`src/rtl/obi_gnt_stall.sv`:
```
// OBI request-side grant perturbation: withholds gnt for a none/fixed/LFSR-random delay per request.
// Optional define OBI_GNT_STALL_OUTSTANDING_EN gates gnt on a free outstanding-transaction slot.
module obi_gnt_stall #(
   parameter logic [31:0] LFSR_SEED       = 32'hACE1_2468,
   parameter int unsigned DELAY_WL        = 4,
   parameter int unsigned MAX_OUTSTANDING = 8
) (
   input  logic        clk_i,
   input  logic        rst_i,
   input  logic        req_i,
   input  logic        we_i,
   input  logic [31:0] addr_i,
   input  logic [3:0]  be_i,
   input  logic [31:0] wdata_i,
   output logic        gnt_o,
   output logic        req_o,
   output logic        we_o,
   output logic [31:0] addr_o,
   output logic [3:0]  be_o,
   output logic [31:0] wdata_o,
   input  logic        rvalid_i,
   input  logic        en_stall_i,
   input  logic [31:0] stall_mode_i,
   input  logic [31:0] max_stall_i,
   input  logic [31:0] gnt_stall_i,
   output logic        protocol_err_o
);

   localparam int unsigned MAX_D = (1 << DELAY_WL) - 1;
   localparam int unsigned OW    = $clog2(MAX_OUTSTANDING) + 1;
   localparam logic [31:0] SEED  = (LFSR_SEED == 32'h0) ? 32'h1 : LFSR_SEED;
   localparam logic [31:0] TAPS  = 32'h8020_0003;

   typedef enum logic {
      S_IDLE,
      S_STALL
   } state_e;

   state_e              state_q;
   logic [DELAY_WL-1:0] cnt_q;
   logic [31:0]         lfsr_q;
   logic [31:0]         lfsr_d;
   logic [OW-1:0]       out_q;
   logic [OW-1:0]       out_d;
   logic                err_q;

   logic [DELAY_WL-1:0] std_c;
   logic [DELAY_WL-1:0] rmax_c;
   logic [DELAY_WL-1:0] rnd_c;
   logic [DELAY_WL-1:0] delay_c;
   logic                slot_ok_c;
   logic                gnt_c;
   logic                req_c;

   // Per-request delay candidate, only consumed when a request is seen in IDLE
   always_comb begin
      std_c   = (gnt_stall_i > 32'(MAX_D)) ? DELAY_WL'(MAX_D) : DELAY_WL'(gnt_stall_i);
      rmax_c  = (max_stall_i > 32'(MAX_D)) ? DELAY_WL'(MAX_D) : DELAY_WL'(max_stall_i);
      rnd_c   = DELAY_WL'(lfsr_q % (32'(rmax_c) + 32'd1));
      delay_c = '0;
      if (en_stall_i) begin
         case (stall_mode_i)
            32'd1:   delay_c = std_c;
            32'd2:   delay_c = rnd_c;
            default: delay_c = '0;
         endcase
      end
   end

`ifdef OBI_GNT_STALL_OUTSTANDING_EN
   assign slot_ok_c = (out_q < OW'(MAX_OUTSTANDING)) | rvalid_i;
`else
   assign slot_ok_c = 1'b1;
`endif

   // Grant is combinational so a zero-delay request is accepted in its first cycle
   always_comb begin
      gnt_c = 1'b0;
      if (!rst_i && req_i && slot_ok_c) begin
         if (state_q == S_IDLE) begin
            gnt_c = (delay_c == '0);
         end else begin
            gnt_c = (cnt_q == '0);
         end
      end
   end

   assign req_c = req_i & gnt_c;

   always_comb begin
      lfsr_d = {1'b0, lfsr_q[31:1]} ^ (lfsr_q[0] ? TAPS : 32'h0);
      out_d  = out_q;
      if (req_c && !rvalid_i) begin
         if (out_q < OW'(MAX_OUTSTANDING)) out_d = out_q + 1'b1;
      end else if (!req_c && rvalid_i) begin
         if (out_q != '0) out_d = out_q - 1'b1;
      end
   end

   // A zero-delay request blocked on a slot parks in STALL with cnt 0 so its delay is not re-drawn
   always_ff @(posedge clk_i or posedge rst_i) begin
      if (rst_i) begin
         state_q <= S_IDLE;
         cnt_q   <= '0;
         lfsr_q  <= SEED;
         out_q   <= '0;
         err_q   <= 1'b0;
      end else begin
         lfsr_q <= lfsr_d;
         out_q  <= out_d;
         err_q  <= 1'b0;
         case (state_q)
            S_IDLE: begin
               if (req_i && !gnt_c) begin
                  state_q <= S_STALL;
                  cnt_q   <= (delay_c == '0) ? '0 : delay_c - 1'b1;
               end
            end
            S_STALL: begin
               if (!req_i) begin
                  state_q <= S_IDLE;
                  cnt_q   <= '0;
                  err_q   <= 1'b1;
               end else if (gnt_c) begin
                  state_q <= S_IDLE;
               end else if (cnt_q != '0) begin
                  cnt_q <= cnt_q - 1'b1;
               end
            end
            default: state_q <= S_IDLE;
         endcase
      end
   end

   assign gnt_o          = gnt_c;
   assign req_o          = req_c;
   assign we_o           = we_i;
   assign addr_o         = addr_i;
   assign be_o           = be_i;
   assign wdata_o        = wdata_i;
   assign protocol_err_o = err_q;

endmodule
```
`config.mk`:
```
export PLATFORM = sky130hd
export DESIGN_NAME = obi_gnt_stall
export DESIGN_NICKNAME = d
export VERILOG_FILES = /design/src/rtl/obi_gnt_stall.sv
export SDC_FILE = /design/constraint.sdc
export NUM_CORES = 1
export LEC_CHECK = 0
export ABC_AREA = 0
export BUFFER_PORTS_ARGS = -buffer_cell sky130_fd_sc_hd__clkbuf_2
export CELL_PAD_IN_SITES_DETAIL_PLACEMENT = 0
export CELL_PAD_IN_SITES_GLOBAL_PLACEMENT = 1
export CORE_MARGIN = 3
export CORE_UTILIZATION = 40
export CTS_BUF_LIST = sky130_fd_sc_hd__clkbuf_16
export CTS_CLUSTER_SIZE = 16
export DETAILED_ROUTE_END_ITERATION = 8
export PLACE_DENSITY_LB_ADDON = 0.1
export SYNTH_ARGS = -nofsm -noshare
export SYNTH_HDL_FRONTEND = slang
export SYNTH_SLANG_ARGS = --single-unit
```
`constraint.sdc`:
```
create_clock -name clk_i -period 566.6 [get_ports clk_i]
set_input_delay 169.98 -clock clk_i [delete_from_list [all_inputs] [get_ports clk_i]]
set_output_delay 169.98 -clock clk_i [all_outputs]
set_load 0.05 [all_outputs]
```
* Yosys cells after proc, flatten, opt, wreduce, memory -nomap -nowiden
Index checks and enable logic that the tools add are counted.
** Storage, ports and cells
- Register bits after elaboration :: 38
- Latch bits :: 0
- Memory bits (writable) :: 0
- Bits in read-only memories :: 0
- Input port bits :: 170
- Memories kept :: 0
** Cells by class
- Add/sub/neg operators :: 3
- Multipliers :: 0
- Divide/modulo/power cells :: 1
- $lt $le $gt $ge :: 2
- Equality and inequality tests :: 5
- Shift-type cells :: 0
- Mux-type cells :: 19
- Bitwise operators :: 3
- Reductions and logical operators :: 8
** Operators with widths (count)
- > comparator 32 x 4 -> 1 bit (second input constant) :: 2
- equality test 32 x 1 -> 1 bit (second input constant) :: 1
- equality test 32 x 2 -> 1 bit (second input constant) :: 1
- modulo 32 x 32 -> 32 bit :: 1
- 2-to-1 mux 32 bit :: 1
- 2-to-1 mux 4 bit :: 8
- XOR 31 x 32 -> 32 bit :: 1
- case mux 4 bit (2 select lines) :: 2
- zero test 4 bit :: 2
- subtractor 4 x 1 -> 4 bit (second input constant) :: 2
- 2-to-1 mux 1 bit :: 7
- adder 4 x 1 -> 5 bit (second input constant) :: 1
- nonzero test 4 bit :: 1
- != test 3 x 2 -> 1 bit (second input constant) :: 1
- != test 3 bit (second input constant) :: 1
- AND reduction 3 bit :: 1
- logical AND 1 bit :: 2
- zero test 1 bit :: 2
- != test 2 x 1 -> 1 bit (second input constant) :: 1
- case mux 1 bit (2 select lines) :: 1
- bitwise AND 1 bit :: 1
- NOT 1 bit :: 1

* Depth between registers and ports, before layout
Gate-level depths: netlist (run 1).
- Depth after elaboration :: 13
- Depth in mapped cells :: 424
- Gate-level depth less buffers :: 382

* Worst setup path before layout (run 1)
Ideal clock, no wire load.
- Path type :: input to output
- From :: input port max_stall_i[29]
- To :: output port gnt_o
- Data arrival time :: 246.963 ns
- Required time :: 396.620 ns
- Path slack :: 149.657 ns
- Stages :: 395
- Cell sequence :: nor4_2 > nand4_1 > or3_1 > ha_1 > nor2_1 > a21oi_1 > or4_4 > nor2_1 > a21oi_1 > a21oi_1 > ha_1 > or4b_2 > nand2_1 > o31ai_2 > or2_2 > ha_1 > o211a_1 > nor3_1 > (+359 left out) > nand3_1 > o21ai_0 > inv_1 > ha_1 > nand2_1 > a21boi_0 > o21ai_0 > nand2b_1 > a211o_1 > nor4b_1 > o2111ai_1 > or4_4 > nor4_4 > mux2_2 > a22oi_1 > nand3_1 > or3_1 > a211oi_1
** Between the ends
- Cells in the longest elaborated chain, start to end :: 9
** Ends and longest elaborated chain
- start, declared :: RTL line 24 : input logic [31:0] max_stall_i,
- > comparator 32 x 4 -> 1 bit :: RTL line 58 : rmax_c = (max_stall_i > 32'(MAX_D)) ? DELAY_WL'(MAX_D) : DELAY_WL'(max_stall_i);
- 2-to-1 mux 4 bit :: RTL line 58
- adder 4 x 1 -> 5 bit :: RTL line 59 : rnd_c = DELAY_WL'(lfsr_q % (32'(rmax_c) + 32'd1));
- modulo 32 x 32 -> 32 bit :: RTL line 59
- case mux 4 bit (2 select lines) :: RTL line 62 : case (stall_mode_i)
- 2-to-1 mux 4 bit :: RTL line 61 : if (en_stall_i) begin
- zero test 4 bit :: RTL line 81 : gnt_c = (delay_c == '0);
- 2-to-1 mux 1 bit :: RTL line 80 : if (state_q == S_IDLE) begin
- 2-to-1 mux 1 bit :: RTL line 79 : if (!rst_i && req_i && slot_ok_c) begin
- end, declared :: RTL line 15 : output logic gnt_o,
No other way between the ends.

* Worst setup path in the final report (run 1)
- From :: input port max_stall_i[31]
- To :: output port gnt_o
The elaborated chain is that of the path after synthesis.

==> impl_metrics.yaml, run 1 <==
grt:
  grt_usage_pct: 27.0
  grt_pass1_vias: 24900
  grt_max_degree: 39
  antenna_found_initial: 0
  grt_overflow: 0
  grt_pass1_wl_um: 135000
synthesis:
  syn_area_um2: 22900
  avgSynthCellArea_um2: 6.84
  yosysSeqAreaShare_pct: 4.22
  synth-seq-cells: 38
  synth_warnings: 0
  synth_common_cells: "335 x nor2_1, 318 x nand2_1, 219 x a21oi_1"
  yosysTopAreaCell: "ha_1"
  synth_ff_type: "dfrtp_1"
  synth_fp_nets: 3679
  synth_most_common_cell: "nor2_1"
  synth_cells: 3353
  synthTopCellsByArea: "ha_1 8.5%, nor2_1 5.5%, nand2_1 5.2%"
  async_flop_share_pct: 100
  synth_top_area_share_pct: 8.46
  synth_edf_count: 0
  ys_types: 143
cells_and_area:
  final_cell_area_um2: 23800
  n_fill_cell: 5937
  num_antenna_cells: 0
  area.growth.synth_to_final_pct: 3.83
  utilization_pct: 42.1
  drive_gt1_share_pct: 11.4
  fin_nets: 3627
  multi_input_area_um2: 20700
  seq_area_um2: 967
critical_path:
  cp-start-kind: "input port"
  endpoint_kind: "primary output"
  crit_fanout: 26
  cp_data_required_time_ps: 396620
  startpoint: "max_stall_i[31]"
  timing.rr.start: "lfsr_q[31]"
  rrSetupSlack_ps: 475070
  crit_slowest_cell: "nor3_1"
  max_stage_delay_ps: 930
  arrival_ps: 263370
  crit_top_cell: "o21a_1"
  worstSetupPathType: "input port to primary output"
sta:
  min_period_ps: 433350
  slew_viol_final: 0
  hold_slack_ps: 381
  finalSetupTns_ps: 0
  min_period_over_period_pct: 76.5
  rsz0062_at_grt: "no"
  fin_worst_skew_ps: 12.8
  max_slew_margin_pct: 18.6
  finalHoldViolCount: 0
  setup_viol: 0
  clock.fmax_ghz: 0.00231
  worst_pin_slew_ps: 1210
floorplanning:
  die_width_um: 245
  die_h_um: 245
  die-area_um2: 60200
  ios: 242
  fp-row-count: 87
  core_area_um2: 56500
  start_util_pct: 40.6
placed_design:
  dp_hpwl_um: 69700
  placed_area_um2: 23600
  place.gp.congestion: 0.925
  portBuffers: 102
worst_hold_path:
  worstHoldPathType: "register to register"
  hp-start: "lfsr_q[27]"
detailed_routing:
  via_per_inst: 6.64
  dr.pass1.iters: 6
  drc: 0
  drt-initial-drc-count: 2611
  wire_per_inst_um: 21.1
  vias: 26900
  postRouteAntennaNets: 0
  finalWirelength_um: 85500
cts:
  cts_sinks: 38
  postCtsHoldBufs: 0
  cts-root-buf: "clkbuf_16"
  tritoncts: "built"
  ctsResizeCount: 0
  insertion_delay_ps: 310
  numCtsBuffers: 5
  htreeDepth: 2
  post_cts_buffers: 0
  cts_buffer_depth: 2
  clk_pin_slew_worst_paths_ps: 70
job:
  max_cap_violations: 0
outcome:
  outcome: "finished clean"
-- cell type report --
cell class	instances	area share, %
multi-input combinational	3058	86.9
sequential	38	4.06
tap	756	3.97
timing repair buffer	138	3.28
inverter	60	0.946
clock buffer	5	0.526
clock inverter	3	0.289
-- kinds of logic (layout without fill, tap and decap cells) --
group                      after synthesis  after routing  synth area share [%]
buffers and inverters                  257            206                  5.64
DFF                                     38             38                  4.22
AOI/OAI and AO/OA                     1162           1162                  36.6
and+or+nand+nor                       1499           1499                  34.9
xor gates and xnor gates               156            156                  6.05
adders and majority gates              161            161                  8.76
muxes                                   80             80                  3.85
-- state kept, by name, summed over array words and instances (netlist names) --
register and cells:
state_q 1, protocol_err_o 1, cnt_q 4, lfsr_q 32
-- cells in the final DEF (no fill, tap or decap), types with 15 or more instances in the layout --
cell and n:
o21ai_0 170, a21o_1 57, mux2_2 36, mux2i_1 33, o21a_1 85, o2111ai_1 22, nor2b_1 44, o211a_1 35
or4_1 21, a211o_1 23, dfrtp_1 25, ha_1 155, o211ai_1 52, nand2_1 318, clkbuf_2 102, o21ai_1 34
and2_1 63, nor3_1 149, o31ai_1 49, or2_1 15, nand4_1 57, a31oi_1 52, or2_2 28, nor4_1 55
buf_4 36, nand2b_1 44, or3_1 42, o22ai_1 33, and4_1 23, inv_1 56, o31a_1 21, xnor2_1 101
a211oi_1 47, and3_1 49, a21oi_1 219, nand3_1 123, xor2_1 52, nor2_1 335
-- worst max-delay path, delay by kind of cell --
family	cells	cell delay, ps
AND/OR/NAND/NOR	141	39060
multiplexers	4	1700
buffers and inverters	13	2360
adder cells (fa/ha/maj)	32	9890
AO/OA/AOI/OAI	165	40070
-- metal layers --
metal / share of wire [%] / track usage [%] / vias up
met5: 0 / 0.327 / -
met4: 2.1 / 6.17 / 0
met3: 5.9 / 2.64 / 142
met2: 46 / 45.5 / 1064
met1: 46 / 37.0 / 12900
li1: - / - / 12800
-- worst paths after layout --
| kind | end | cells after the start |
|---|---|---|
| max reg2reg | state_q | 346 |
| min in group asynchronous | protocol_err_o | 2 |
| min | lfsr_q[26] | 0 |
| max in group asynchronous | lfsr_q[18] | 2 |
| max | gnt_o | 355 |
| min reg2reg | lfsr_q[26] | 0 |
-- stage by stage --
| step | instances | setup slack, ps |
|---|---|---|
| finish | 4058 | 133250 |
| global placement | 4050 | 135310 |
| detailed placement | 4050 | 134620 |
| global route | 4058 | 124890 |
| CTS | 4058 | 134140 |
| floorplan | 3353 | 149660 |
Power of run 1 is left out: the tool's default activity adds up to more than one toggle a clock period on the data nets, which glitch-free logic cannot reach.
==> run 2, diff against run 1 <==
==> constraint.sdc (replaced) <==
create_clock -name clk_i -period 438.7 [get_ports clk_i]
set_input_delay 131.61 -clock clk_i [delete_from_list [all_inputs] [get_ports clk_i]]
set_output_delay 131.61 -clock clk_i [all_outputs]
set_load 0.05 [all_outputs]
==> impl_metrics.yaml, run 2 (synthesized netlist as in run 1, its figures left out) <==
outcome:
  outcome: "finished clean"
grt:
  grt_max_degree: 39
  grt_usage_pct: 27.2
  grt_overflow: 0
  antenna_found_initial: 0
  grt_pass1_vias: 25100
  grt_pass1_wl_um: 136000
cts:
  insertion_delay_ps: 300
  cts_sinks: 38
  cts-root-buf: "clkbuf_16"
  htreeDepth: 2
  clk_pin_slew_worst_paths_ps: 70
  cts_buffer_depth: 2
  tritoncts: "built"
  ctsResizeCount: 0
  postCtsHoldBufs: 0
  post_cts_buffers: 0
  numCtsBuffers: 5
critical_path:
  cp_data_required_time_ps: 307090
  timing.rr.start: "lfsr_q[31]"
  cp-start-kind: "input port"
  arrival_ps: 224050
  max_stage_delay_ps: 870
  crit_slowest_cell: "nor4b_2"
  crit_fanout: 26
  worstSetupPathType: "input port to primary output"
  startpoint: "max_stall_i[29]"
  endpoint_kind: "primary output"
  crit_top_cell: "o21a_1"
cells_and_area:
  largestRegisters: "lfsr_q (32), cnt_q (4)"
  multi_input_area_um2: 20700
  largest_reg_flops: 32
  num_antenna_cells: 0
  mostFrequentLayoutCell: "nor2_1"
  area.growth.synth_to_final_pct: 3.77
  drive_gt1_share_pct: 11.4
  layout_common_cells: "335 x nor2_1, 318 x nand2_1, 219 x a21oi_1, 170 x o21ai_0, 155 x ha_1"
  n_fill_cell: 5992
  seq_area_um2: 967
  top_register: "lfsr_q"
  fin_nets: 3625
floorplanning:
  ios: 242
  start_util_pct: 40.6
  fp-row-count: 87
  die_width_um: 245
  core_area_um2: 56500
  die-area_um2: 60200
  die_h_um: 245
sta:
  rsz0062_at_grt: "no"
  worst_pin_slew_ps: 1050
  clock.fmax_ghz: 0.00281
  finalHoldViolCount: 0
  timing.final.ws_setup_ps: 83040
  min_period_over_period_pct: 81.1
  min_period_ps: 355660
  slew_viol_final: 0
  fin_worst_skew_ps: 11.8
  max_slew_margin_pct: 29.9
  setup_viol: 0
  finalSetupTns_ps: 0
placed_design:
  place_ws_ps: 84530
  dp_hpwl_um: 69900
  place.gp.congestion: 0.957
  portBuffers: 102
worst_hold_path:
  hp-start: "lfsr_q[6]"
  worstHoldPathType: "register to register"
detailed_routing:
  via_per_inst: 6.59
  drt-initial-drc-count: 2352
  finalWirelength_um: 86200
  drc: 0
  vias: 26700
  dr.pass1.iters: 8
  wire_per_inst_um: 21.3
  postRouteAntennaNets: 0
job:
  max_cap_violations: 0
-- run 2: cell types whose count changed in the layout (fill, tap and decap cells not counted) --
cell   delta
buf_4     -2
-- run 2: per-stage QoR --
| stage | cells | hold slack (ps) | utilization (%) | area (um2) |
|---|---|---|---|---|
| 2_1_floorplan | 3353 | 360 | - | 22900 |
| 3_3_place_gp | 4048 | 370 | 41.8 | 23600 |
| 3_5_place_dp | 4048 | 369 | 41.8 | 23600 |
| 4_1_cts | 4056 | 378 | 42.1 | 23800 |
| 5_1_grt | 4056 | 384 | 42.1 | 23800 |
| 6_report | 4056 | 375 | 42.1 | 23800 |
-- run 2: per-layer routing --
metal	vias to the layer above	routed length [um]	part of all wire, %	global-route usage [%]
li1	12800	-	-	-
met1	12800	39800	46	37.3
met2	956	40000	46	46.2
met3	105	4960	5.7	2.64
met4	0	1500	1.7	5.61
met5	-	0	0	0.327
-- run 2: layout make-up --
cell class                      count  area share, %
Clock buffer                        5          0.526
Clock inverter                      3          0.289
Multi-Input combinational cell   3058           87.0
Tap cell                          756           3.98
Sequential cell                    38           4.07
Inverter                           60          0.947
Timing Repair Buffer              136           3.22
-- run 2: worst paths after layout --
kind / slack, ps / cells past startpoint / to
max: 83040 / 357 / req_o
min: 380 / 0 / lfsr_q[5]
max reg2reg: 348420 / 348 / state_q
min reg2reg: 380 / 0 / lfsr_q[5]
max in group asynchronous: 306530 / 2 / lfsr_q[11]
min in group asynchronous: 131570 / 2 / cnt_q[0]
-- run 2: critical path, delay by kind of cell --
family                     cells  cell delay [ps]
adders and majority gates     33            10100
muxes                          3             1460
AOI/OAI and AO/OA            165            38680
buffers and inverters         15             2780
and+or+nand+nor              141            39100
Power of run 2 is left out for the same reason.
==> run 3, diff against run 2 <==
--- a/config.mk
+++ b/config.mk
@@ -5,7 +5,7 @@
 export SDC_FILE = /design/constraint.sdc
 export NUM_CORES = 1
 export LEC_CHECK = 0
-export ABC_AREA = 0
+export ABC_AREA = 1
 export BUFFER_PORTS_ARGS = -buffer_cell sky130_fd_sc_hd__clkbuf_2
 export CELL_PAD_IN_SITES_DETAIL_PLACEMENT = 0
 export CELL_PAD_IN_SITES_GLOBAL_PLACEMENT = 1
==> constraint.sdc (replaced) <==
create_clock -name clk_i -period 290.5 [get_ports clk_i]
set_input_delay 87.15 -clock clk_i [delete_from_list [all_inputs] [get_ports clk_i]]
set_output_delay 87.15 -clock clk_i [all_outputs]
set_load 0.05 [all_outputs]
==> impl_metrics.yaml, run 3 <==
outcome:
  outcome: "finished clean"
sta:
  fin_worst_skew_ps: 9.08
  min_period_ps: 242640
  min_period_over_period_pct: 83.5
  setup_viol: 0
  rsz0062_at_grt: "no"
  worst_pin_slew_ps: 994
  clock.fmax_ghz: 0.00412
  slew_viol_final: 0
  max_slew_margin_pct: 33.0
  finalSetupTns_ps: 0
  finalHoldViolCount: 0
cts:
  cts_buffer_depth: 2
  cts_sinks: 38
  htreeDepth: 2
  numCtsBuffers: 5
  post_cts_buffers: 0
  cts-root-buf: "clkbuf_16"
  insertion_delay_ps: 320
  clk_pin_slew_worst_paths_ps: 70
  postCtsHoldBufs: 0
  tritoncts: "built"
  ctsResizeCount: 0
cells_and_area:
  drive_gt1_share_pct: 23.6
  layout_common_cells: "1221 x nand2_1, 666 x inv_1, 476 x nor2_1, 414 x nand3_1, 208 x nand2_2"
  largest_reg_flops: 32
  area.growth.synth_to_final_pct: 1.85
  n_fill_cell: 8500
  num_antenna_cells: 0
  mostFrequentLayoutCell: "nand2_1"
  top_register: "lfsr_q"
  fin_nets: 5378
  largestRegisters: "lfsr_q (32), cnt_q (4)"
detailed_routing:
  drt-initial-drc-count: 1517
  finalWirelength_um: 91600
  drc: 0
  via_per_inst: 5.02
  wire_per_inst_um: 15.2
  vias: 30300
  dr.pass1.iters: 5
  postRouteAntennaNets: 0
floorplanning:
  ios: 242
  core_area_um2: 74800
  die_width_um: 282
  start_util_pct: 40.6
  die_h_um: 282
  die-area_um2: 79300
  fp-row-count: 100
synthesis:
  yosysSeqAreaShare_pct: 3.18
  synth_most_common_cell: "nand2_1"
  synth_ff_type: "dfrtp_1"
  yosysTopAreaCell: "nand2_1"
  synth_top_area_share_pct: 15.1
  synth_cells: 5088
  synth_warnings: 0
  synthTopCellsByArea: "nand2_1 15%, inv_1 8.3%, nand3_1 6.8%"
  synth_edf_count: 0
  synth-seq-cells: 38
  syn_area_um2: 30400
  async_flop_share_pct: 100
  synth_common_cells: "1221 x nand2_1, 670 x inv_1, 476 x nor2_1"
  synth_fp_nets: 5414
  ys_types: 88
  avgSynthCellArea_um2: 5.97
grt:
  grt_max_degree: 40
  grt_overflow: 0
  grt_pass1_vias: 28500
  grt_pass1_wl_um: 149000
  grt_usage_pct: 22.8
  antenna_found_initial: 0
placed_design:
  portBuffers: 102
  dp_hpwl_um: 78700
  place.gp.congestion: 0.891
critical_path:
  max_stage_delay_ps: 1010
  path_buf_inv: 59
  crit_top_cell: "nand2_1"
  endpoint_kind: "primary output"
  worstSetupPathType: "input port to primary output"
  crit_fanout: 33
  cpLargestDelayFamily: "simple AND/OR/NAND/NOR gates"
  crit_slowest_cell: "o21ai_0"
  cp-start-kind: "input port"
  arrival_ps: 155490
  cp_data_required_time_ps: 203350
job:
  max_cap_violations: 0
worst_hold_path:
  worstHoldPathType: "register to register"
==> run 3: kinds of logic (layout without fill, tap and decap cells) <==
logic type      after synthesis  in the layout  share of synthesized area (%)
simple gates               3266           3266                           60.4
buf+inv                    1005            970                           15.9
compound gates              475            475                           9.67
fa+ha+maj                   156            156                           6.45
xor+xnor                    148            148                           4.38
flops                        38             38                           3.18
==> run 3: stage by stage <==
step	area, um2	hold slack (ps)	util (%)	instances	setup slack (ps)
finish	30900	380	41.4	6022	47860
global route	30900	384	41.4	6022	40560
CTS	30900	378	41.4	6022	47510
detailed placement	30700	373	41.1	6014	47660
global placement	30700	367	41.1	6014	47870
floorplan	30400	360	-	5088	60700
==> run 3: worst paths after layout <==
| check | start | to | slack (ps) | cells after the start |
|---|---|---|---|---|
| setup / recovery | max_stall_i[6] | gnt_o | 47860 | 365 |
| hold / removal | lfsr_q[23] | lfsr_q[22] | 380 | 0 |
| setup reg to reg | lfsr_q[31] | cnt_q[0] | 223150 | 357 |
| hold reg to reg | lfsr_q[23] | lfsr_q[22] | 380 | 0 |
| max in group asynchronous | rst_i | lfsr_q[2] | 203060 | 3 |
| min in group asynchronous | rst_i | lfsr_q[28] | 87030 | 3 |
==> run 3: worst register-to-register path, delay by kind of cell (launching register included) <==
family	cells	cell delay, ps
compound gates	88	19540
buf+inv	56	6890
simple gates	181	29630
flops	1	550
fa+ha+maj	31	10540
xor+xnor	1	190
==> run 3: final cells by class <==
cell class,count,area (um2),share of cell area (%)
multi-input combinational,4045,24600,79.5
inverter,850,3390,11.0
tap,969,1210,3.92
sequential,38,967,3.13
timing repair buffer,112,586,1.89
clock buffer,5,125,0.404
clock inverter,3,68.8,0.222
==> run 3: metal layers <==
layer | GRT usage, % | share of wire (%) | vias up
met4 | 3.81 | 1.6 | 0
met2 | 39.1 | 46 | 374
met3 | 1.04 | 2.2 | 68
met1 | 32.0 | 50 | 13500
li1 | - | - | 16300
met5 | 0 | 0 | -
Power of run 3 is left out for the same reason.
